## config.mk

```make
export PLATFORM = sky130hd
export DESIGN_NAME = mp_addsub_seq_flat
export DESIGN_NICKNAME = d
export VERILOG_FILES = /design/src/rtl/mp_addsub_seq_if.sv /design/src/rtl/mp_addsub_seq.sv /design/src/flat_wrapper.sv
export SDC_FILE = /design/constraint.sdc
export NUM_CORES = 1
export LEC_CHECK = 0
export ABC_CLOCK_PERIOD_IN_PS = 6960
export CAP_MARGIN = 5
export CORE_UTILIZATION = 55
export CTS_CLUSTER_SIZE = 28
export DETAILED_ROUTE_END_ITERATION = 10
export PLACE_DENSITY = 0.86
export SYNTH_ARGS = -nofsm -noshare
export SYNTH_HDL_FRONTEND = slang
export SYNTH_SLANG_ARGS = --single-unit
```

## constraint.sdc

```tcl
create_clock -name clk -period 6.96 [get_ports clk]
set_clock_uncertainty 0.15 [all_clocks]
set_input_delay 1.044 -clock clk [delete_from_list [all_inputs] [get_ports clk]]
set_output_delay 1.044 -clock clk [all_outputs]
set_load 0.005 [all_outputs]
```

## src/rtl/mp_addsub_seq_if.sv

```systemverilog
// Start/operand/result bundle for the multi-precision add/subtract sequencer.
// The master drives the request; the slave (sequencer) returns status and result.
interface mp_addsub_seq_if #(parameter int WORDS = 4);
   localparam int W = 32 * WORDS;

   logic         start;
   logic         sub;
   logic [W-1:0] a;
   logic [W-1:0] b;
   logic         busy;
   logic         done;
   logic [W-1:0] result;
   logic         cout;
   logic         overflow;

   modport master (output start, sub, a, b,
                   input  busy, done, result, cout, overflow);
   modport slave  (input  start, sub, a, b,
                   output busy, done, result, cout, overflow);
endinterface

```

## src/rtl/mp_addsub_seq.sv

```systemverilog
// Multi-precision add/subtract: one shared 32-bit Brent-Kung adder walks the
// limbs LSB first, with the carry chained through a register between limbs.
module bentkung (
   input  logic [31:0] a_i,
   input  logic [31:0] b_i,
   input  logic        cin_i,
   output logic [31:0] sum_o,
   output logic        cout_o
);
   logic [31:0] gen;
   logic [31:0] prop;
   logic [31:0] grpGen;
   logic [31:0] grpProp;

   // Folding cin into bit 0's generate makes grpGen[i] the carry out of bit i.
   always_comb begin
      gen     = a_i & b_i;
      prop    = a_i ^ b_i;
      grpGen  = gen;
      grpProp = prop;
      grpGen[0] = gen[0] | (prop[0] & cin_i);
      for (int d = 0; d < 5; d++) begin
         for (int i = (2 << d) - 1; i < 32; i += (2 << d)) begin
            grpGen[i]  = grpGen[i] | (grpProp[i] & grpGen[i - (1 << d)]);
            grpProp[i] = grpProp[i] & grpProp[i - (1 << d)];
         end
      end
      for (int d = 3; d >= 0; d--) begin
         for (int i = (3 << d) - 1; i < 32; i += (2 << d)) begin
            grpGen[i]  = grpGen[i] | (grpProp[i] & grpGen[i - (1 << d)]);
            grpProp[i] = grpProp[i] & grpProp[i - (1 << d)];
         end
      end
      sum_o  = prop ^ {grpGen[30:0], cin_i};
      cout_o = grpGen[31];
   end
endmodule

module mp_addsub_seq #(parameter int WORDS = 4) (
   input logic           clk,
   input logic           rst_n,
   mp_addsub_seq_if.slave bus
);
   localparam int W  = 32 * WORDS;
   localparam int IW = $clog2(WORDS);
   localparam logic [IW-1:0] LAST_IDX = IW'(WORDS - 1);

   localparam logic [1:0] IDLE = 2'd0;
   localparam logic [1:0] RUN  = 2'd1;
   localparam logic [1:0] FIN  = 2'd2;

   logic [1:0]    state_q,  state_d;
   logic [IW-1:0] idx_q,    idx_d;
   logic          carry_q,  carry_d;
   logic [W-1:0]  aReg_q,   aReg_d;
   logic [W-1:0]  bReg_q,   bReg_d;
   logic [W-1:0]  result_q, result_d;
   logic          cout_q,   cout_d;
   logic          ovf_q,    ovf_d;

   logic [31:0] aLimb;
   logic [31:0] bLimb;
   logic [31:0] limbSum;
   logic        limbCout;

   assign aLimb = aReg_q[idx_q*32 +: 32];
   assign bLimb = bReg_q[idx_q*32 +: 32];

   bentkung adder (
      .a_i    (aLimb),
      .b_i    (bLimb),
      .cin_i  (carry_q),
      .sum_o  (limbSum),
      .cout_o (limbCout)
   );

   // Subtract is stored as a + ~b + 1: B is inverted at capture and the +1 seeds the carry.
   always_comb begin
      state_d  = state_q;
      idx_d    = idx_q;
      carry_d  = carry_q;
      aReg_d   = aReg_q;
      bReg_d   = bReg_q;
      result_d = result_q;
      cout_d   = cout_q;
      ovf_d    = ovf_q;
      case (state_q)
         IDLE: begin
            if (bus.start) begin
               aReg_d  = bus.a;
               bReg_d  = bus.sub ? ~bus.b : bus.b;
               carry_d = bus.sub;
               idx_d   = '0;
               state_d = RUN;
            end
         end
         RUN: begin
            result_d[idx_q*32 +: 32] = limbSum;
            carry_d = limbCout;
            if (idx_q == LAST_IDX) begin
               cout_d  = limbCout;
               ovf_d   = (aLimb[31] == bLimb[31]) && (limbSum[31] != aLimb[31]);
               state_d = FIN;
            end else begin
               idx_d = idx_q + 1'b1;
            end
         end
         FIN:     state_d = IDLE;
         default: state_d = IDLE;
      endcase
   end

   always_ff @(posedge clk or negedge rst_n) begin
      if (!rst_n) begin
         state_q  <= IDLE;
         idx_q    <= '0;
         carry_q  <= 1'b0;
         aReg_q   <= '0;
         bReg_q   <= '0;
         result_q <= '0;
         cout_q   <= 1'b0;
         ovf_q    <= 1'b0;
      end else begin
         state_q  <= state_d;
         idx_q    <= idx_d;
         carry_q  <= carry_d;
         aReg_q   <= aReg_d;
         bReg_q   <= bReg_d;
         result_q <= result_d;
         cout_q   <= cout_d;
         ovf_q    <= ovf_d;
      end
   end

   assign bus.busy     = (state_q != IDLE);
   assign bus.done     = (state_q == FIN);
   assign bus.result   = result_q;
   assign bus.cout     = cout_q;
   assign bus.overflow = ovf_q;
endmodule

```

## src/flat_wrapper.sv

```systemverilog
// flat-port wrapper written by rule: the top's interface ports become plain ports
module mp_addsub_seq_flat 
#(parameter int WORDS = 4)
  (clk, rst_n, bus_start, bus_sub, bus_a, bus_b, bus_busy, bus_done, bus_result, bus_cout, bus_overflow);
  mp_addsub_seq_if #(.WORDS(WORDS)) bus_i ();
  input logic clk;
  input logic rst_n;
  input wire logic [$bits(bus_i.start)-1:0] bus_start;
  input wire logic [$bits(bus_i.sub)-1:0] bus_sub;
  input wire logic [$bits(bus_i.a)-1:0] bus_a;
  input wire logic [$bits(bus_i.b)-1:0] bus_b;
  output wire logic [$bits(bus_i.busy)-1:0] bus_busy;
  output wire logic [$bits(bus_i.done)-1:0] bus_done;
  output wire logic [$bits(bus_i.result)-1:0] bus_result;
  output wire logic [$bits(bus_i.cout)-1:0] bus_cout;
  output wire logic [$bits(bus_i.overflow)-1:0] bus_overflow;
  assign bus_i.start = bus_start;
  assign bus_i.sub = bus_sub;
  assign bus_i.a = bus_a;
  assign bus_i.b = bus_b;
  assign bus_busy = bus_i.busy;
  assign bus_done = bus_i.done;
  assign bus_result = bus_i.result;
  assign bus_cout = bus_i.cout;
  assign bus_overflow = bus_i.overflow;
  mp_addsub_seq #(.WORDS(WORDS)) u_core (.clk(clk), .rst_n(rst_n), .bus(bus_i));
endmodule
```

==> Yosys cells after proc, flatten, opt, wreduce, memory -nomap -nowiden <==
Index checks and enable logic that the tools add are counted.
{ "word_totals": {"register_bits": 391, "in_bits": 260, "output_inout_bits": 132, "wordCells": 187} }
{ "classes": {"add_sub_neg": 2, "eq_ne": 8, "n_shift": 4, "n_mux": 10, "bitwise_logic": 146, "n_reduce_logical": 9} }
{ "ops": {"columns": ["op", "count"], "rows": [
  ["128-bit by 8-bit indexed part select with 32-bit output", 2],
  ["128-bit bitwise mux", 1],
  ["128-bit 2-to-1 mux", 1],
  ["128-bit inverter", 1],
  ["32-bit by 34-bit variable shift with 128-bit output (first input constant)", 1],
  ["32-bit by 34-bit indexed part select with 128-bit output", 1],
  ["1-bit AND", 84],
  ["32-bit XOR", 2],
  ["1-bit bitwise OR", 58],
  ["7-bit negator with 34-bit output", 1],
  ["32-bit AND", 1],
  ["2-bit 2-to-1 mux", 4],
  ["2-bit case mux with 2 select lines", 2],
  ["2-bit AND reduction", 4],
  ["2-bit equality test (second input constant)", 2],
  ["2-bit != test (second input constant)", 2],
  ["2-bit nonzero test", 2],
  ["3-bit AND reduction", 1],
  ["2-bit by 1-bit adder with 2-bit output (second input constant)", 1],
  ["2-bit by 1-bit equality test with 1-bit output (second input constant)", 1],
  ["2-bit zero test", 1],
  ["2-bit by 1-bit != test with 1-bit output (second input constant)", 1],
  ["1-bit case mux with 2 select lines", 1],
  ["1-bit equality test", 1],
  ["other kinds (3)", 3]
]} }

==> Depth between registers and ports, before layout <==
Gate-level depths: netlist of the first run.
{ "logic_depth": {"depth_word": 23, "ltp_mapped": 15, "mapped_depth_nobuf": 13} }

==> Modules after synthesis <==
From an unflattened synthesis of the first run, not the netlist that was laid out.
{ "unflattened": {"hier_cells": 1393, "area_unflattened_um2": 18220.0} }
{ "by_module_without_submodules": {"columns": ["mod", "instances", "cells_per_inst", "area_each_um2", "seq_area_each_um2"], "rows": [
  ["mp_addsub_seq", 1, 1242, 16864.9, 9784.4],
  ["bentkung", 1, 151, 1355.0, 0.0]
]} }

==> Worst setup path after synthesis of the first run <==
No wires, ideal clock.
{ "synth_path": {"kind": "reg2reg", "start": "reg u_core.idx_q[0]", "end": "reg u_core.result_q[19], in the netlist u_core.bus.result[19]", "setup_time_ns": 0.137, "arrival_time_ns": 3.660, "required_ns": 6.673, "path_slack_ns": 3.013, "stages_incl_launch_ff": 16, "path_buffers": 2, "synth_period_minus_slack_ns": 3.947, "path_cell_list": "dfrtp_1 buf_2 buf_2 mux4_2 fa_1 inv_1 fa_1 nand2b_1 a21oi_1 o2111ai_1 nand2_1 a21o_1 a21o_1 fa_1 xnor2_1 o21ai_0"} }
{ "synth_between": {"elab_chain_cells": 23, "elab_cells_between_ends": 137, "classes_between": "add/sub (1); shift (4); mux (1); bitwise (131)"} }
{ "synth_rtl": {"columns": ["element", "line", "source"], "rows": [
  ["start, declared", "mp_addsub_seq.sv:53", "logic [IW-1:0] idx_q, idx_d;"],
  ["start signal, assigned", "mp_addsub_seq.sv:125", "idx_q <= idx_d;"],
  ["128-bit by 8-bit indexed part select with 32-bit output, on equally long branches", "mp_addsub_seq.sv:66, mp_addsub_seq.sv:67", null],
  ["32-bit XOR", "mp_addsub_seq.sv:18", "prop = a_i ^ b_i;"],
  ["1-bit AND", "mp_addsub_seq.sv:21", "grpGen[0] = gen[0] | (prop[0] & cin_i);"],
  ["1-bit bitwise OR", "mp_addsub_seq.sv:21", null],
  ["1-bit AND", "mp_addsub_seq.sv:24", "grpGen[i] = grpGen[i] | (grpProp[i] & grpGen[i - (1 << d)]);"],
  ["1-bit bitwise OR", "mp_addsub_seq.sv:24", null],
  ["1-bit AND", "mp_addsub_seq.sv:24", null],
  ["1-bit bitwise OR", "mp_addsub_seq.sv:24", null],
  ["[7 not listed]", null, null],
  ["1-bit bitwise OR", "mp_addsub_seq.sv:30", "grpGen[i] = grpGen[i] | (grpProp[i] & grpGen[i - (1 << d)]);"],
  ["1-bit AND", "mp_addsub_seq.sv:30", null],
  ["1-bit bitwise OR", "mp_addsub_seq.sv:30", null],
  ["1-bit AND", "mp_addsub_seq.sv:30", null],
  ["1-bit bitwise OR", "mp_addsub_seq.sv:30", null],
  ["32-bit XOR", "mp_addsub_seq.sv:34", "sum_o = prop ^ {grpGen[30:0], cin_i};"],
  ["32-bit by 34-bit indexed part select with 128-bit output", "mp_addsub_seq.sv:98", "result_d[idx_q*32 +: 32] = limbSum;"],
  ["128-bit bitwise mux (*)", "mp_addsub_seq.sv:98", null],
  ["end signal, assigned", "mp_addsub_seq.sv:129", "result_q <= result_d;"],
  ["end, declared", "mp_addsub_seq.sv:57", "logic [W-1:0] result_q, result_d;"]
]} }
Mark *: on every way between the ends. The rest lies on a longest branch, timed or not.
A chain may end at the register's enable or synchronous reset.

==> Final worst setup path of the first run <==
{ "layout_path": {"start": "reg u_core.idx_q[0]", "end": "reg u_core.result_q[93], in the netlist u_core.bus.result[93]"} }
The elaborated chain is that of the path after synthesis.

==> insert_results.sql, run 1 <==
INSERT INTO impl_metrics (metric_group, metric, value, unit) VALUES
('status', 'result_of_the_run', 'completed', ''),
('yosys', 'syn-instance-count', '1752', ''),
('clock_tree', 'cts-htree-levels', '2', ''),
('drt', 'antenna_left', '0', ''),
('drt', 'route.detailed.drc', '0', ''),
('worst_hold_path', 'hold_path.class', 'reg -> reg', ''),
('clock_tree', 'tritoncts', 'done', ''),
('grt', 'grtUsageTotal', '30.75', '%'),
('layout', 'fill_cells', '2283', ''),
('setup_path', 'crit_type', 'reg -> reg', ''),
('yosys', 'postSynthNetCount', '2065', ''),
('drt', 'routed-via-count', '14380', ''),
('layout', 'final_layout_size_suffix_gt1_share', '7.609', '%'),
('setup_path', 'worst_reg2reg_setup_slack', '1.95', 'ns'),
('placed_design', 'place_area', '22290', 'um^2'),
('timing', 'achievable-frequency', '199.5', 'MHz'),
('grt', 'wire_length_of_the_first_global_routing_pass', '79.41', 'mm'),
('pwr', 'ir_drop', '0.0003696', 'V'),
('floorplan', 'io_pins', '392', ''),
('timing', 'slew_violations', '0', ''),
('pwr', 'power.static_leakage', '0.01058', 'uW'),
('layout', 'multi_input_area', '7816', 'um^2'),
('pwr', 'power_density', '519.1', 'nW/um^2'),
('yosys', 'mux_share_of_post_synthesis_cell_area', '7.920', '%'),
('drt', 'routed_wl', '51.02', 'mm'),
('yosys', 'yosys_most_used_dff', 'sky130_fd_sc_hd__dfrtp_1', ''),
('yosys', 'yosys.cell_types.count', '42', ''),
('yosys', 'netlist_area', '18200', 'um^2'),
('timing', 'final.setup.worst_slack', '1.947', 'ns'),
('timing', 'tightestPinTransition', '1.122', 'ns'),
('placed_design', 'buffer_ports.inserted', '391', ''),
('yosys', 'combinational_family_with_the_most_area_after_synthesis', 'simple AND/OR/NAND/NOR gates', ''),
('timing', 'fin_worst_hold_slack', '0.3210', 'ns'),
('clock_tree', 'clk_pin_slew_worst_paths', '0.06', 'ns'),
('clock_tree', 'insertion_delay', '0.54', 'ns'),
('timing', 'rsz_0062_raised_after_global_routing', 'false', ''),
('floorplan', 'die-width', '183.9', 'um'),
('yosys', 'post_synth_arst_share', '100.0', '%'),
('drt', 'dr.first_iter.drc_count', '1377', ''),
('layout', 'layoutNonFillerInstCount', '2559', ''),
('layout', 'seqCellArea', '9792', 'um^2'),
('placed_design', 'pre_cts_ws', '1.917', 'ns'),
('job', 'timing.max_cap.violations', '0', ''),
('yosys', 'synth_seq_area_share', '53.76', '%'),
('timing', 'number_of_hold_slack_violations_in_the_final_timing_report', '0', ''),
('floorplan', 'floorplan.die.height', '183.9', 'um'),
('yosys', 'synthDominantCellAreaShare', '53.76', '%'),
('layout', 'area_delta_synth_final', '29.42', '%'),
('clock_tree', 'cts.sinks', '391', ''),
('clock_tree', 'ctsRootBufferMaster', 'sky130_fd_sc_hd__clkbuf_16', ''),
('placed_design', 'place.gp.congestion', '0.8605', ''),
('grt', 'grt_start_max_net_pins', '248', ''),
('clock_tree', 'cts_setup_buffers', '0', ''),
('yosys', 'post_synth_xor_area_fraction', '6.930', '%'),
('grt', 'initial_antenna_violation_count', '2', ''),
('setup_path', 'worst_ep_required_time', '7.16', 'ns'),
('grt', 'global_route.overflow_total', '0', ''),
('setup_path', 'crit_path_start_kind', 'flop', ''),
('yosys', 'synth-simple-area-share', '14.15', '%'),
('floorplan', 'core_ar', '32540', 'um^2'),
('setup_path', 'worstPathMaxFanout', '49', ''),
('drt', 'vias_per_cell', '5.619', ''),
('floorplan', 'initial_utilization', '55.94', '%'),
('timing', 'ratio_of_final_minimum_period_to_clock_period', '72.03', '%'),
('yosys', 'synthDominantAreaCellType', 'sky130_fd_sc_hd__dfrtp_1', ''),
('timing', 'timing.setup.tns', '0', 'ns'),
('timing', 'endpoints_failing_setup', '0', ''),
('clock_tree', 'cts_resized', '0', ''),
('clock_tree', 'clock_path_buffers', '3', ''),
('yosys', 'synth-seq-cells', '391', ''),
('timing', 'maxSlewHeadroom', '24.98', '%');
## final cells by class
type | instances | area share, %
multi-input cells | 1227 | 33.18
well taps | 442 | 2.348
flip-flops and latches | 391 | 41.57
clock buffers | 52 | 4.648
inverters | 27 | 0.4303
repair buffers | 402 | 17.10
diodes | 1 | 0.01062
clock inverters | 17 | 0.7118
## cell usage after synthesis (all sizes together) (10+ instances only)
master and instances:
buf 65, a22o 36, ha 36, dfrtp 391, clkbuf 42, nand2 626
nor2 10, fa 17, xnor2 137, inv 27, mux4 64, a21oi 19
o21ai 231
## power breakdown
part | leakage, uW | internal (uW) | switching, uW
Sequential | 0.00502 | 3300 | 765
Clock | 0.000601 | 1190 | 883
Combinational | 0.00496 | 2600 | 3490
Total | 0.0106 | 7090 | 5140
## sequential cells by signal, indices dropped and copies added (netlist names)
signal	flops
u_core.bReg_q	128
u_core.bus.overflow	1
u_core.bus.cout	1
u_core.idx_q	2
u_core.bus.result	128
u_core.carry_q	1
u_core.aReg_q	128
u_core.state_q	2
## cell families after synthesis
kind of cell,count (synthesis)
DFF,391
adders and majority gates,53
xor gates and xnor gates,144
and+or+nand+nor,662
buffers and inverters,134
AOI/OAI and AO/OA,304
muxes,64
## per-stage QoR
| stage | total power [uW] | utilization (%) |
|---|---|---|
| 2_1_floorplan | 7552 | - |
| 3_3_place_gp | 9714 | 68.51 |
| 3_5_place_dp | 10040 | 68.51 |
| 4_1_cts | 12180 | 72.39 |
| 5_1_grt | 13000 | 72.40 |
| 6_report | 12230 | 72.40 |
## routing by layer
layer	vias up	track usage [%]	part of all wire, %	routed length (um)
met2	750	48.83	47	23890
li1	6468	-	-	-
met4	2	10.77	3.5	1769
met3	114	5.547	8.2	4169
met5	-	0	0.024	12
met1	7044	42.87	42	21170
## worst max-delay path: stages, from the launching register on
cell	delay [ns]
sky130_fd_sc_hd__dfrtp_4	1.01
sky130_fd_sc_hd__buf_4	0.56
sky130_fd_sc_hd__mux4_2	0.62
sky130_fd_sc_hd__ha_1	0.33
sky130_fd_sc_hd__and4_1	0.26
sky130_fd_sc_hd__a221oi_1	0.45
sky130_fd_sc_hd__a21boi_1	0.30
sky130_fd_sc_hd__o21ai_0	0.18
sky130_fd_sc_hd__fa_1	0.41
sky130_fd_sc_hd__xnor2_1	0.35
sky130_fd_sc_hd__o21ai_0	0.18
## layout by cell type (no fill, tap or decap), types with 6 or more instances in the layout
master	n
sky130_fd_sc_hd__nand2_1	624
sky130_fd_sc_hd__clkdlybuf4s50_1	389
sky130_fd_sc_hd__dfrtp_1	389
sky130_fd_sc_hd__o21ai_0	191
sky130_fd_sc_hd__xnor2_1	137
sky130_fd_sc_hd__mux4_2	64
sky130_fd_sc_hd__clkbuf_16	39
sky130_fd_sc_hd__a22o_1	36
sky130_fd_sc_hd__ha_1	36
sky130_fd_sc_hd__o21ai_1	30
sky130_fd_sc_hd__inv_1	27
sky130_fd_sc_hd__a21oi_1	19
sky130_fd_sc_hd__fa_1	17
sky130_fd_sc_hd__nor2_1	10
sky130_fd_sc_hd__o21ai_2	10
sky130_fd_sc_hd__buf_4	9
sky130_fd_sc_hd__xor2_1	7
sky130_fd_sc_hd__clkinvlp_4	7
sky130_fd_sc_hd__clkbuf_8	7
sky130_fd_sc_hd__clkbuf_1	6
## path summary, 6_finish.rpt
kind                                              end  cells after the start
max in group asynchronous       u_core.bus.result[55]                      2
worst min-delay path               u_core.aReg_q[124]                      2
worst min register to register     u_core.aReg_q[124]                      2
worst max register to register  u_core.bus.result[93]                     10
worst max-delay path            u_core.bus.result[93]                     10
min in group asynchronous       u_core.bus.result[65]                      1
No activity file was read; power rests on OpenSTA's default activity.
==> run 2: changes to the inputs <==
ABC_CLOCK_PERIOD_IN_PS = 4300   (was 6960)
CORE_UTILIZATION = 46   (was 55)
PLACE_DENSITY = 0.76   (was 0.86)
clock period = 4.3 ns   (was 6.96 ns; I/O delays follow)
==> insert_results.sql, run 2 (synthesis gave the netlist of run 1 again) <==
INSERT INTO impl_metrics (metric_group, metric, value, unit) VALUES
('grt', 'initial_antenna_violation_count', '4', ''),
('setup_path', 'worst-endpoint-arrival', '4.31', 'ns'),
('timing', 'endpoints_failing_setup', '0', ''),
('placed_design', 'buffer_ports.inserted', '391', ''),
('floorplan', 'initial_utilization', '46.87', '%'),
('timing', 'ratio_of_final_minimum_period_to_clock_period', '94.59', '%'),
('worst_hold_path', 'hold_path.class', 'in -> async', ''),
('clock_tree', 'ctsRootBufferMaster', 'sky130_fd_sc_hd__clkbuf_16', ''),
('setup_path', 'critPathSlowestCell', 'sky130_fd_sc_hd__mux4_2', ''),
('floorplan', 'row_count', '72', ''),
('drt', 'route.detailed.drc', '0', ''),
('drt', 'vias_per_cell', '5.273', ''),
('grt', 'grt_start_max_net_pins', '113', ''),
('clock_tree', 'clk_pin_slew_worst_paths', '0.06', 'ns'),
('floorplan', 'io_pins', '392', ''),
('pwr', 'ir_drop', '0.0004868', 'V'),
('setup_path', 'crit_path_start_kind', 'flop', ''),
('drt', 'antenna_left', '0', ''),
('drt', 'routed-via-count', '14100', ''),
('layout', 'final_common_cell', 'sky130_fd_sc_hd__nand2_1', ''),
('pwr', 'power.static_leakage', '0.01089', 'uW'),
('drt', 'routed_wl', '51.66', 'mm'),
('timing', 'slew_violations', '0', ''),
('setup_path', 'worst_path_most_repeated_cell', 'sky130_fd_sc_hd__o21ai_0', ''),
('setup_path', 'crit_type', 'reg -> reg', ''),
('setup_path', 'timing.rr.end', 'u_core.bus.result[93]', ''),
('layout', 'nets', '2432', ''),
('pwr', 'fin_total_pwr', '20760', 'uW'),
('job', 'timing.max_cap.violations', '0', ''),
('placed_design', 'detailedPlacementHpwl', '38.17', 'mm'),
('drt', 'route.detailed.wl_per_inst', '19.33', 'um'),
('layout', 'final_layout_size_suffix_gt1_share', '9.530', '%'),
('timing', 'timing.setup.tns', '0', 'ns'),
('status', 'result_of_the_run', 'completed', ''),
('placed_design', 'place.gp.congestion', '0.8553', ''),
('clock_tree', 'clock_path_buffers', '3', ''),
('timing', 'number_of_hold_slack_violations_in_the_final_timing_report', '0', ''),
('setup_path', 'worst_reg2reg_setup_slack', '0.23', 'ns'),
('drt', 'detail_route.first_pass.iterations', '5', ''),
('setup_path', 'reg2reg_depth', '12', ''),
('grt', 'wire_length_of_the_first_global_routing_pass', '82.19', 'mm'),
('setup_path', 'setup.worst_path.end_class', 'flop', ''),
('pwr', 'power_density', '856.9', 'nW/um^2'),
('grt', 'global_route.overflow_total', '0', ''),
('clock_tree', 'cts.sinks', '391', ''),
('drt', 'dr.first_iter.drc_count', '942', ''),
('floorplan', 'core_ar', '38830', 'um^2'),
('timing', 'achievable-frequency', '245.9', 'MHz'),
('clock_tree', 'holdBufCountCts', '0', ''),
('clock_tree', 'cts-htree-levels', '2', ''),
('clock_tree', 'insertion_delay', '0.53', 'ns'),
('setup_path', 'path_cells', 'buf_12, clkbuf_16, mux4_2, ha_1, a21oi_1, o21ai_0, a221oi_2, a21boi_2, o21ai_0, fa_1, xnor2_2, o21ai_0', ''),
('setup_path', 'max_stage_delay', '0.55', 'ns'),
('layout', 'layout_common_cells', 'sky130_fd_sc_hd__nand2_1, sky130_fd_sc_hd__clkdlybuf4s50_1, sky130_fd_sc_hd__dfrtp_1', ''),
('setup_path', 'startpoint', 'u_core.idx_q[0]', ''),
('grt', 'grtUsageTotal', '26.03', '%'),
('setup_path', 'worst_ep_required_time', '4.55', 'ns'),
('timing', 'tightestPinTransition', '0.9457', 'ns'),
('clock_tree', 'tritoncts', 'done', ''),
('layout', 'area_delta_synth_final', '33.13', '%'),
('floorplan', 'die_area', '40360', 'um^2'),
('grt', 'grt_pass1_vias', '14600', ''),
('floorplan', 'die-width', '200.9', 'um'),
('clock_tree', 'cts-buffers-inserted', '41', ''),
('timing', 'period_needed', '4.067', 'ns'),
('floorplan', 'floorplan.die.height', '200.9', 'um'),
('timing', 'rsz_0062_raised_after_global_routing', 'false', ''),
('timing', 'maxSlewHeadroom', '36.95', '%'),
('setup_path', 'r2r_start', 'u_core.idx_q[0]', ''),
('setup_path', 'worstPathMaxFanout', '16', '');
## run 2: changes by cell type in the layout (fill, tap and decap cells not counted), sizes merged
cell	before	now
buf	13	41
clkbuf	52	57
bufinv	2	5
clkinvlp	7	1
clkinv	4	13
inv	31	27
diode	1	4
## run 2: worst max path at each step
stage,to,cells after the start
2_1_floorplan,u_core.bus.result[19],15
3_3_place_gp,u_core.bus.result[21],12
3_5_place_dp,u_core.bus.result[60],11
4_1_cts,u_core.bus.result[31],12
5_1_grt,u_core.bus.result[83],14
6_report,u_core.bus.result[93],12
## run 2: worst max-delay path, delay by kind of cell (launching register included)
kind                     cells  cell delay (ns)
flip-flops                   1             0.51
XOR/XNOR                     1             0.27
multiplexers                 1             0.55
buffers and inverters        2             0.33
adder cells (fa/ha/maj)      2             0.68
AO/OA/AOI/OAI                6             1.41
## run 2: final cells by class
cell class | instances | area, um^2
Inverter | 27 | 101.3
Fill cell | 3122 | 14600
Tap cell | 518 | 648.1
Sequential cell | 391 | 9792
Timing Repair Buffer | 431 | 4370
Clock buffer | 56 | 1174
Multi-Input combinational cell | 1227 | 7881
Clock inverter | 19 | 252.7
Antenna cell | 4 | 10.01
## run 2: stage by stage
| step | area, um^2 | utilization (%) | worst slack [ns] | std cells | hold WS [ns] |
|---|---|---|---|---|---|
| 2_1_floorplan | 18200 | - | 0.3533 | 1752 | 0.1994 |
| 3_3_place_gp | 22670 | 58.38 | -0.1409 | 2591 | 0.3024 |
| 3_5_place_dp | 22670 | 58.38 | -0.3120 | 2591 | 0.3089 |
| 4_1_cts | 24130 | 62.16 | 0.02838 | 2666 | 0.07879 |
| 5_1_grt | 24220 | 62.38 | 0.01889 | 2670 | 0.1134 |
| 6_report | 24230 | 62.40 | 0.2326 | 2673 | 0.03150 |
## run 2: where the power goes
part           internal (uW)  switching [uW]  leakage, uW
clock network           2230            1460     0.000704
logic                   4700            5960      0.00517
registers               5350            1060      0.00502
## run 2: layer usage
layer  GRT usage (%)  vias to the layer above  routed length (um)
met5               0                        -                  13
met1           36.25                     6974               22690
met3           4.351                       70                3298
met2           42.55                      497               24590
met4           6.516                        2                1074
li1                -                     6552                   -
## run 2: timing repair
item | CTS | global route
gates cloned | 0 | 1
setup buffers | 0 | 2
endpoints found under the setup margin | 44 | 44
hold endpoints to repair | 0 | 0
gates resized for setup | 6 | 6
==> run 3: changes to the inputs <==
REMOVE_ABC_BUFFERS = 1   (was not set)
==> insert_results.sql, run 3 (synthesis gave the netlist of run 1 again) <==
INSERT INTO impl_metrics (metric_group, metric, value, unit) VALUES
('timing', 'final.setup.worst_slack', '0.1639', 'ns'),
('drt', 'route.detailed.drc', '0', ''),
('timing', 'rsz_0062_raised_after_global_routing', 'false', ''),
('drt', 'antenna_left', '0', ''),
('setup_path', 'r2r_start', 'u_core.idx_q[0]', ''),
('clock_tree', 'cts.sinks', '391', ''),
('setup_path', 'max_stage_delay', '0.53', 'ns'),
('placed_design', 'detailedPlacementHpwl', '37.41', 'mm'),
('timing', 'slew_violations', '0', ''),
('placed_design', 'pre_cts_ws', '-0.2242', 'ns'),
('grt', 'wire_length_of_the_first_global_routing_pass', '82.79', 'mm'),
('pwr', 'power.static_leakage', '0.01091', 'uW'),
('clock_tree', 'ctsRootBufferMaster', 'sky130_fd_sc_hd__clkbuf_16', ''),
('timing', 'timing.setup.tns', '0', 'ns'),
('setup_path', 'worst_path_most_repeated_cell', 'sky130_fd_sc_hd__buf_4', ''),
('clock_tree', 'tritoncts', 'done', ''),
('setup_path', 'startpoint', 'u_core.idx_q[0]', ''),
('drt', 'dr.first_iter.drc_count', '863', ''),
('worst_hold_path', 'hold_path.class', 'in -> async', ''),
('setup_path', 'path_cells', 'mux4_2, fa_1, inv_2, fa_2, nand2b_1, a21oi_2, o2111ai_2, a21oi_2, buf_4, buf_4, o211ai_1, nand2_1, fa_1, xnor2_2, buf_4, o21ai_0', ''),
('layout', 'seqCellArea', '9792', 'um^2'),
('timing', 'endpoints_failing_setup', '0', ''),
('layout', 'layout_common_cells', 'sky130_fd_sc_hd__nand2_1, sky130_fd_sc_hd__clkdlybuf4s50_1, sky130_fd_sc_hd__dfrtp_1', ''),
('drt', 'routed-via-count', '14240', ''),
('clock_tree', 'clock_path_buffers', '3', ''),
('layout', 'fill_cells', '3061', ''),
('setup_path', 'worstPathMaxFanout', '5', ''),
('drt', 'vias_per_cell', '5.319', ''),
('timing', 'ratio_of_final_minimum_period_to_clock_period', '96.19', '%'),
('layout', 'final_common_cell', 'sky130_fd_sc_hd__nand2_1', ''),
('placed_design', 'buffer_ports.inserted', '391', ''),
('floorplan', 'io_pins', '392', ''),
('setup_path', 'critPathSlowestCell', 'sky130_fd_sc_hd__mux4_2', ''),
('grt', 'global_route.overflow_total', '0', ''),
('layout', 'area_delta_synth_final', '33.70', '%'),
('setup_path', 'worst-endpoint-arrival', '4.46', 'ns'),
('floorplan', 'core_ar', '38830', 'um^2'),
('layout', 'layout.core_utilization', '62.67', '%'),
('grt', 'grtUsageTotal', '26.52', '%'),
('clock_tree', 'clk_pin_slew_worst_paths', '0.06', 'ns'),
('setup_path', 'worst_ep_required_time', '4.63', 'ns'),
('layout', 'nets', '2433', ''),
('placed_design', 'place.gp.congestion', '0.8506', ''),
('layout', 'final_layout_size_suffix_gt1_share', '9.758', '%'),
('drt', 'detail_route.first_pass.iterations', '5', ''),
('setup_path', 'crit_type', 'reg -> reg', ''),
('timing', 'achievable-frequency', '241.8', 'MHz'),
('drt', 'routed_wl', '52.74', 'mm'),
('setup_path', 'path_delay_family', 'adder cells', ''),
('timing', 'period_needed', '4.136', 'ns'),
('setup_path', 'worst-path-buf-inv', '4', ''),
('timing', 'maxSlewHeadroom', '38.04', '%'),
('setup_path', 'setup.worst_path.end_class', 'flop', ''),
('grt', 'grt_start_max_net_pins', '165', ''),
('pwr', 'power_density', '845.7', 'nW/um^2'),
('floorplan', 'initial_utilization', '46.87', '%'),
('timing', 'fin_worst_hold_slack', '0.003263', 'ns'),
('clock_tree', 'cts-buffers-inserted', '42', ''),
('pwr', 'ir_drop', '0.0004455', 'V'),
('grt', 'initial_antenna_violation_count', '8', ''),
('clock_tree', 'cts-htree-levels', '2', ''),
('floorplan', 'die_area', '40360', 'um^2'),
('clock_tree', 'insertion_delay', '0.57', 'ns'),
('timing', 'tightestPinTransition', '0.9260', 'ns'),
('floorplan', 'floorplan.die.height', '200.9', 'um'),
('floorplan', 'die-width', '200.9', 'um'),
('grt', 'grt_pass1_vias', '14830', ''),
('layout', 'multi_input_area', '7885', 'um^2'),
('floorplan', 'row_count', '72', ''),
('timing', 'number_of_hold_slack_violations_in_the_final_timing_report', '0', ''),
('job', 'timing.max_cap.violations', '0', ''),
('drt', 'route.detailed.wl_per_inst', '19.70', 'um'),
('setup_path', 'crit_path_start_kind', 'flop', ''),
('status', 'result_of_the_run', 'completed', '');
[run 3: cell types whose count changed in the layout (fill, tap and decap cells not counted), moves of 3 or more]
cell                        previous run  this run
sky130_fd_sc_hd__nand2_1             624       621
sky130_fd_sc_hd__xnor2_1             133       136
sky130_fd_sc_hd__clkbuf_16            43        46
sky130_fd_sc_hd__nand2_2               0         3
sky130_fd_sc_hd__xnor2_2               4         1
sky130_fd_sc_hd__diode_2               4         7
sky130_fd_sc_hd__clkinv_2              9         4
[run 3: worst paths after layout]
path | slack, ns | endpoint | cells after the start
max | 0.16 | u_core.bus.result[87] | 16
min | 0.003 | u_core.bReg_q[75] | 1
max reg2reg | 0.16 | u_core.bus.result[87] | 16
min reg2reg | 0.32 | u_core.aReg_q[65] | 2
max in group asynchronous | 2.97 | u_core.bReg_q[3] | 2
min in group clk | 0.32 | u_core.aReg_q[65] | 2
[run 3: area by class of cell]
cell class	instances	share of cell area, %
Timing Repair Buffer	431	18.01
Multi-Input combinational cell	1227	32.40
Sequential cell	391	40.24
Antenna cell	7	0.07199
Inverter	27	0.4165
Tap cell	518	2.664
Clock buffer	59	5.132
Clock inverter	17	1.059
[run 3: stage by stage]
step | instance area, um^2 | power (uW) | instances
floorplan | 17690 | 12300 | 1645
global placement | 22700 | 16020 | 2591
detailed placement | 22700 | 16430 | 2591
CTS | 24230 | 20480 | 2667
global route | 24330 | 21980 | 2677
finish | 24330 | 20580 | 2677
[run 3: what timing repair did]
action	CTS	global route
pin swaps	1	2
gates resized for setup	6	9
hold buffers	0	0
setup endpoints to repair	39	32
setup buffers	0	2
cloned	0	1
[run 3: power by group]
part / switching [uW] / internal (uW) / total (uW)
Clock: 1510 / 2390 / 3910
Sequential: 1000 / 5350 / 6350
Combinational: 5630 / 4690 / 10300
[run 3: per-layer routing]
layer / GRT usage (%) / wire length [um] / part of all wire, % / vias to the layer above
met5: 0 / 9 / 0.017 / -
met4: 13.28 / 2299 / 4.4 / 2
met3: 6.039 / 3778 / 7.2 / 136
met2: 42.05 / 24940 / 47 / 530
met1: 34.34 / 21710 / 41 / 7031
li1: - / - / - / 6540
==> edit 1: new RTL, config.mk and constraints of run 3 <==
Make the reset (`rst_n`) synchronous in one clocked block.
--- a/src/rtl/mp_addsub_seq.sv
+++ b/src/rtl/mp_addsub_seq.sv
@@ -110,7 +110,7 @@
       endcase
    end
 
-   always_ff @(posedge clk or negedge rst_n) begin
+   always_ff @(posedge clk) begin
       if (!rst_n) begin
          state_q  <= IDLE;
          idx_q    <= '0;
Behaviour: differs if rst_n is asserted again (counterexample within 4 cycles, from zero or initial values and one cycle with rst_n low); with rst_n held inactive, the same outputs for 4 cycles.
==> edit 1 against run 3 <==
- area after synthesis is 4.5% lower
- fmax shrank 0.16%
- sequential cell count did not move
- wire length decreased by 1.3%
- largest cell class is now multi-input gates
- highest routed layer is now met4
- cell area decreased by 5.6%
- setup slack got worse by 0.0065 ns
Power is not compared: it rests on default switching activity, and its combinational part moved more than twofold at a synthesized area within 25%.
==> edit 1: results (changes against run 3) <==
Logic synthesis:
- The sequential-to-total area share from yosys stat came to 45.1% (-8.7 points).
- The count of unique library cells instantiated by Yosys was 44 (+4.8%).
- The async set-or-reset flop fraction in the synthesized netlist is 0% (-100 points).
- After synthesis, the most frequently instantiated cells are dfxtp_1 (391), nor2_1 (295), nand2_1 (277).
- The post-synthesis average cell area was 9.27 um^2 (-11%).
- The synthesized instance count came to 1874 (+7.0%).
- Ranked by total cell area, the synthesized netlist is headed by dfxtp_1 (45%), mux4_2 (8.3%), xnor2_1 (6.9%).
- The most common flop cell mapped by yosys is dfxtp_1.

Layout:
- The data-path buffer share of cell area in the final layout is 18.5% (+0.52 points).
- The antenna diode count came to 4 (-3).
- The sequential cell area share is 34.1% (-6.1 points).
- The number of non-clock inverters in the layout was 25 (-7.4%).
- The fraction of standard cell area in multi-input logic was 38.3% (+5.9 points).
- The non-clock buffer instance count of the final layout is 420 (-2.6%).
- The filler cell count in the final layout is 2988 (-2.4%).
- The core occupancy in the finished layout was 62.3% (-0.37 points).
- The multi-input combinational cell count is 1306 (+6.4%).
- The fraction of final layout cells sized beyond drive strength 1 came to 8.44% (-1.3 points).
- The clock buffer count came to 60 (+1.7%).
- The relative area of clock buffers and inverters in the final design is 5.84% (-0.35 points).

STA:
- The actual transition at the worst max-transition pin was 1.02 ns (+0.0950 ns).
- The final hold slack is 0.302 ns (+0.299 ns).

Place:
- The worst slack at placement was 0.0359 ns (+0.260 ns).
- The HPWL after detailed placement came to 36000 um (-3.8%).
- The number of instances in the placed design came to 2643 (+2.0%).
- The number of port buffers was 391 (unchanged).
- The placement-stage cell area is 21500 um^2 (-5.2%).

Min path:
- The worst hold path belongs to the class reg -> reg.

Setup path:
- The critical path data arrival time is 4.45 ns (about the same).
- The largest driver fanout on the critical path was 19 (+14).
- In this run the critical register-to-register path is captured at u_core.bus.result[27].
- The worst reg-to-reg path cell count is 12 (-4).
- The startpoint of the lowest-slack register-to-register path is u_core.idx_q[0].
- On the critical path the largest part of the delay comes from compound AO/OA/AOI/OAI gates.

Global routing:
- The initial antenna violation count is 4 (-4).
- The number of global-route vias before repair was 14600 (-1.5%).
- The global-route usage over all layers was 26.2% (-0.27 points).
- The wire length of the first global-routing pass was 79700 um (-3.7%).
- The maximum number of pins on one net before global-route repair was 198 (+20%).

Outcome:
- The flow ran to the end, and the final reports show no timing, DRC or antenna violations.

Clock network:
- The latest clock arrival within the worst-skew pair is 0.53 ns (-0.04 ns).
- The clock buffer count from CTS is 41 (-2.4%).

Routing:
- The via count normalized by instance count is 5.49 (+3.2%).
- The first-pass detailed-route iteration total came to 6 (+1).
- The final routed wirelength across all metal layers was 52000 um (-1.3%).
- The via total after detailed routing was 15000 (+5.0%).
- The number of DRC markers in iteration 0 is 995 (+15%).
==> edit 1: per-layer routing <==
metal  vias to the layer above  track usage, %  part of all wire (%)
li1                       7099               -                     -
met1                      7169            33.7                    41
met2                       597            44.4                    48
met3                        85            4.71                   7.3
met4                         0            8.94                   2.8
met5                         -               0                     0
==> edit 1: worst max-delay path by stage <==
stage                     from               endpoint  slack (ns)
2_1_floorplan        bus_start        u_core.idx_q[1]       -4.95
3_3_place_gp   u_core.idx_q[0]  u_core.bus.result[95]        0.21
3_5_place_dp   u_core.idx_q[0]  u_core.bus.result[27]        0.04
4_1_cts        u_core.idx_q[0]  u_core.bus.result[27]        0.02
5_1_grt        u_core.idx_q[0]  u_core.bus.result[55]       -0.02
6_report       u_core.idx_q[0]  u_core.bus.result[27]        0.16
==> edit 1: cells by family (layout without fill, tap and decap cells) <==
logic type               Yosys count  after routing  share of synthesized area (%)
XOR/XNOR                         144            144                           7.26
buffers and inverters            177            519                           4.70
other                              0              4                              0
adder cells (fa/ha/maj)           53             53                           4.55
flip-flops                       391            391                           45.1
multiplexers                      64             64                           8.30
AND/OR/NAND/NOR                  611            611                           13.8
AO/OA/AOI/OAI                    434            434                           16.3
==> edit 1: timing repair <==
action,CTS,global route
gates resized for setup,0,9
endpoints found under the setup margin,0,37
setup buffers,0,2
hold buffers,0,0
==> edit 1: power by group <==
| part | leakage [nW] | switching [W] | internal (W) |
|---|---|---|---|
| combinational | 4.44 | 0.000767 | 0.000701 |
| sequential | 3.20 | 0.000116 | 0.00383 |
| clock | 0.662 | 0.00145 | 0.00210 |
| total | 8.30 | 0.00233 | 0.00663 |
==> edit 2: new RTL, settings of run 3 <==
Made on the original files. `WORDS` is set to 4 in 3 places; all go to 8.
--- a/src/rtl/mp_addsub_seq_if.sv
+++ b/src/rtl/mp_addsub_seq_if.sv
@@ -1,6 +1,6 @@
 // Start/operand/result bundle for the multi-precision add/subtract sequencer.
 // The master drives the request; the slave (sequencer) returns status and result.
-interface mp_addsub_seq_if #(parameter int WORDS = 4);
+interface mp_addsub_seq_if #(parameter int WORDS = 8);
    localparam int W = 32 * WORDS;
 
    logic         start;
--- a/src/rtl/mp_addsub_seq.sv
+++ b/src/rtl/mp_addsub_seq.sv
@@ -36,7 +36,7 @@
    end
 endmodule
 
-module mp_addsub_seq #(parameter int WORDS = 4) (
+module mp_addsub_seq #(parameter int WORDS = 8) (
    input logic           clk,
    input logic           rst_n,
    mp_addsub_seq_if.slave bus
--- a/src/flat_wrapper.sv
+++ b/src/flat_wrapper.sv
@@ -1,6 +1,6 @@
 // flat-port wrapper written by rule: the top's interface ports become plain ports
 module mp_addsub_seq_flat 
-#(parameter int WORDS = 4)
+#(parameter int WORDS = 8)
   (clk, rst_n, bus_start, bus_sub, bus_a, bus_b, bus_busy, bus_done, bus_result, bus_cout, bus_overflow);
   mp_addsub_seq_if #(.WORDS(WORDS)) bus_i ();
   input logic clk;
Ports: changed (resized bus_a, bus_b and bus_result); port bits go from 392 to 776. No check against the original RTL was run, so the function may have changed too.
==> edit 2 against run 3 <==
- the flow now finishes with violations (setup timing)
- setup slack worse by 0.18 ns
- clock power is 100% higher
- largest cell class unchanged
- sequential power is 100% higher
- wire length is 130% higher
- via count is 94% higher
- sequential share of layout area is 1.5 points lower
- area after synthesis is 99% higher
- cell area is 110% higher
- total power is 150% higher
- sequential cell count is 385 higher
==> edit 2: results (changes against run 3) <==
Logic synthesis:
- The mux share of post-synthesis cell area came to 16.5% (+8.6 points).
- The adder and majority cell fraction of the synthesized area came to 2.22% (-2.1 points).
- By count the netlist is led by dfrtp_1 (776), nand2_1 (501), mux2_2 (273).
- The synthesized instance count is 3124 (+78%).
- The area fraction in compound gates after synthesis is 8.05% (-1.5 points).
- The top cell type's share of synthesized area is 53.7% (-0.073 points).

Setup path:
- The endpoint of the worst-slack reg-to-reg timing path is u_core.bus.result[26].
- In this run the worst setup path terminates at u_core.bus.result[26].
- The worst reg-to-reg path cell count is 17 (+1).
- The critical path data arrival time is 4.68 ns (+0.22 ns).

Pwr:
- The reported clock group power was 0.00783 W (+100%).
- The sequential cell power came to 0.0129 W (+100%).
- The sequential share of power is 25.3% (-5.6 points).
- The worst IR drop on VDD is 1.02 mV (+130%).

Layout:
- The layout net count was 4546 (+87%).
- The relative area of clock buffers and inverters in the final design was 6.00% (-0.20 points).
- The storage element area is 19400 um^2 (+98%).
- The filler cell count in the final layout is 5915 (+93%).
- The number of non-clock inverters in the layout is 28 (+3.7%).
- The data-path buffer share of cell area in the final layout is 19.9% (+1.9 points).
- The count of non-filler cells in the finished layout was 5097 (+90%).
- The layout overhead on the synthesized area is 38.5%.

Global routing:
- The initial antenna violation count came to 12 (+4).
- The wire length of the first global-routing pass is 176000 um (+110%).
- The global-route track usage on met2 was 49.4% (+7.4 points).
- The global-route usage over all layers is 29.9% (+3.4 points).

Min path:
- The worst hold path class is reg -> reg.

Clock network:
- The number of H-tree levels was 3 (+1).
- The clock buffer count from CTS was 85 (+100%).

Routing:
- The via total after detailed routing is 27600 (+94%).
- The number of DRC markers in iteration 0 is 2011 (+130%).
- The total routed wire length on the met1 layer is 47300 um (+120%).
- The sum of met3 wire segment lengths after detailed routing is 7030 um (+86%).
- The final routed wirelength across all metal layers is 121000 um (+130%).

STA:
- The count of endpoints failing setup in the final report is 2 (+2).
- The minimum setup slack in the final design is -0.0203 ns (-0.184 ns).
- The setup TNS after final layout came to -0.0398 ns (-0.0398 ns).

Place:
- The weighted congestion reported at the end of routability-driven placement came to 0.893 (+5.0%).
- The number of port buffers was 775 (+98%).
- The worst slack at placement is -0.575 ns (-0.350 ns).

Outcome:
- The checks that failed: setup timing.
- The flow ran to the end, but the final reports show violations.
==> edit 2: cell count changes in the layout (fill, tap and decap cells not counted), sizes merged, moves of 54 or more <==
cell,before,now
dfrtp,391,776
nand2,626,501
nor2,10,267
a21oi,19,273
buf,41,207
o31ai,1,55
mux4,64,128
clkdlybuf4s50,389,773
mux2,0,273
clkbuf,60,120
xnor2,137,272
==> edit 2: worst min-delay path by stage <==
stage                                 startpoint                endpoint  slack, ns
after floorplan                            rst_n        u_core.aReg_q[0]       0.20
after global placement     u_core.bus.result[70]   u_core.bus.result[70]       0.31
after detailed placement  u_core.bus.result[164]  u_core.bus.result[164]       0.31
after CTS                 u_core.bus.result[164]  u_core.bus.result[164]       0.33
after global routing       u_core.bus.result[42]   u_core.bus.result[42]       0.34
final                     u_core.bus.result[202]  u_core.bus.result[202]       0.32
==> edit 2: timing repair <==
item	in CTS	in global routing
setup buffers	13	14
hold buffers	1	0
endpoints found under the hold margin	71	0
pin swaps	27	43
resized for setup	82	164
endpoints found under the setup margin	162	176
gates cloned	4	1
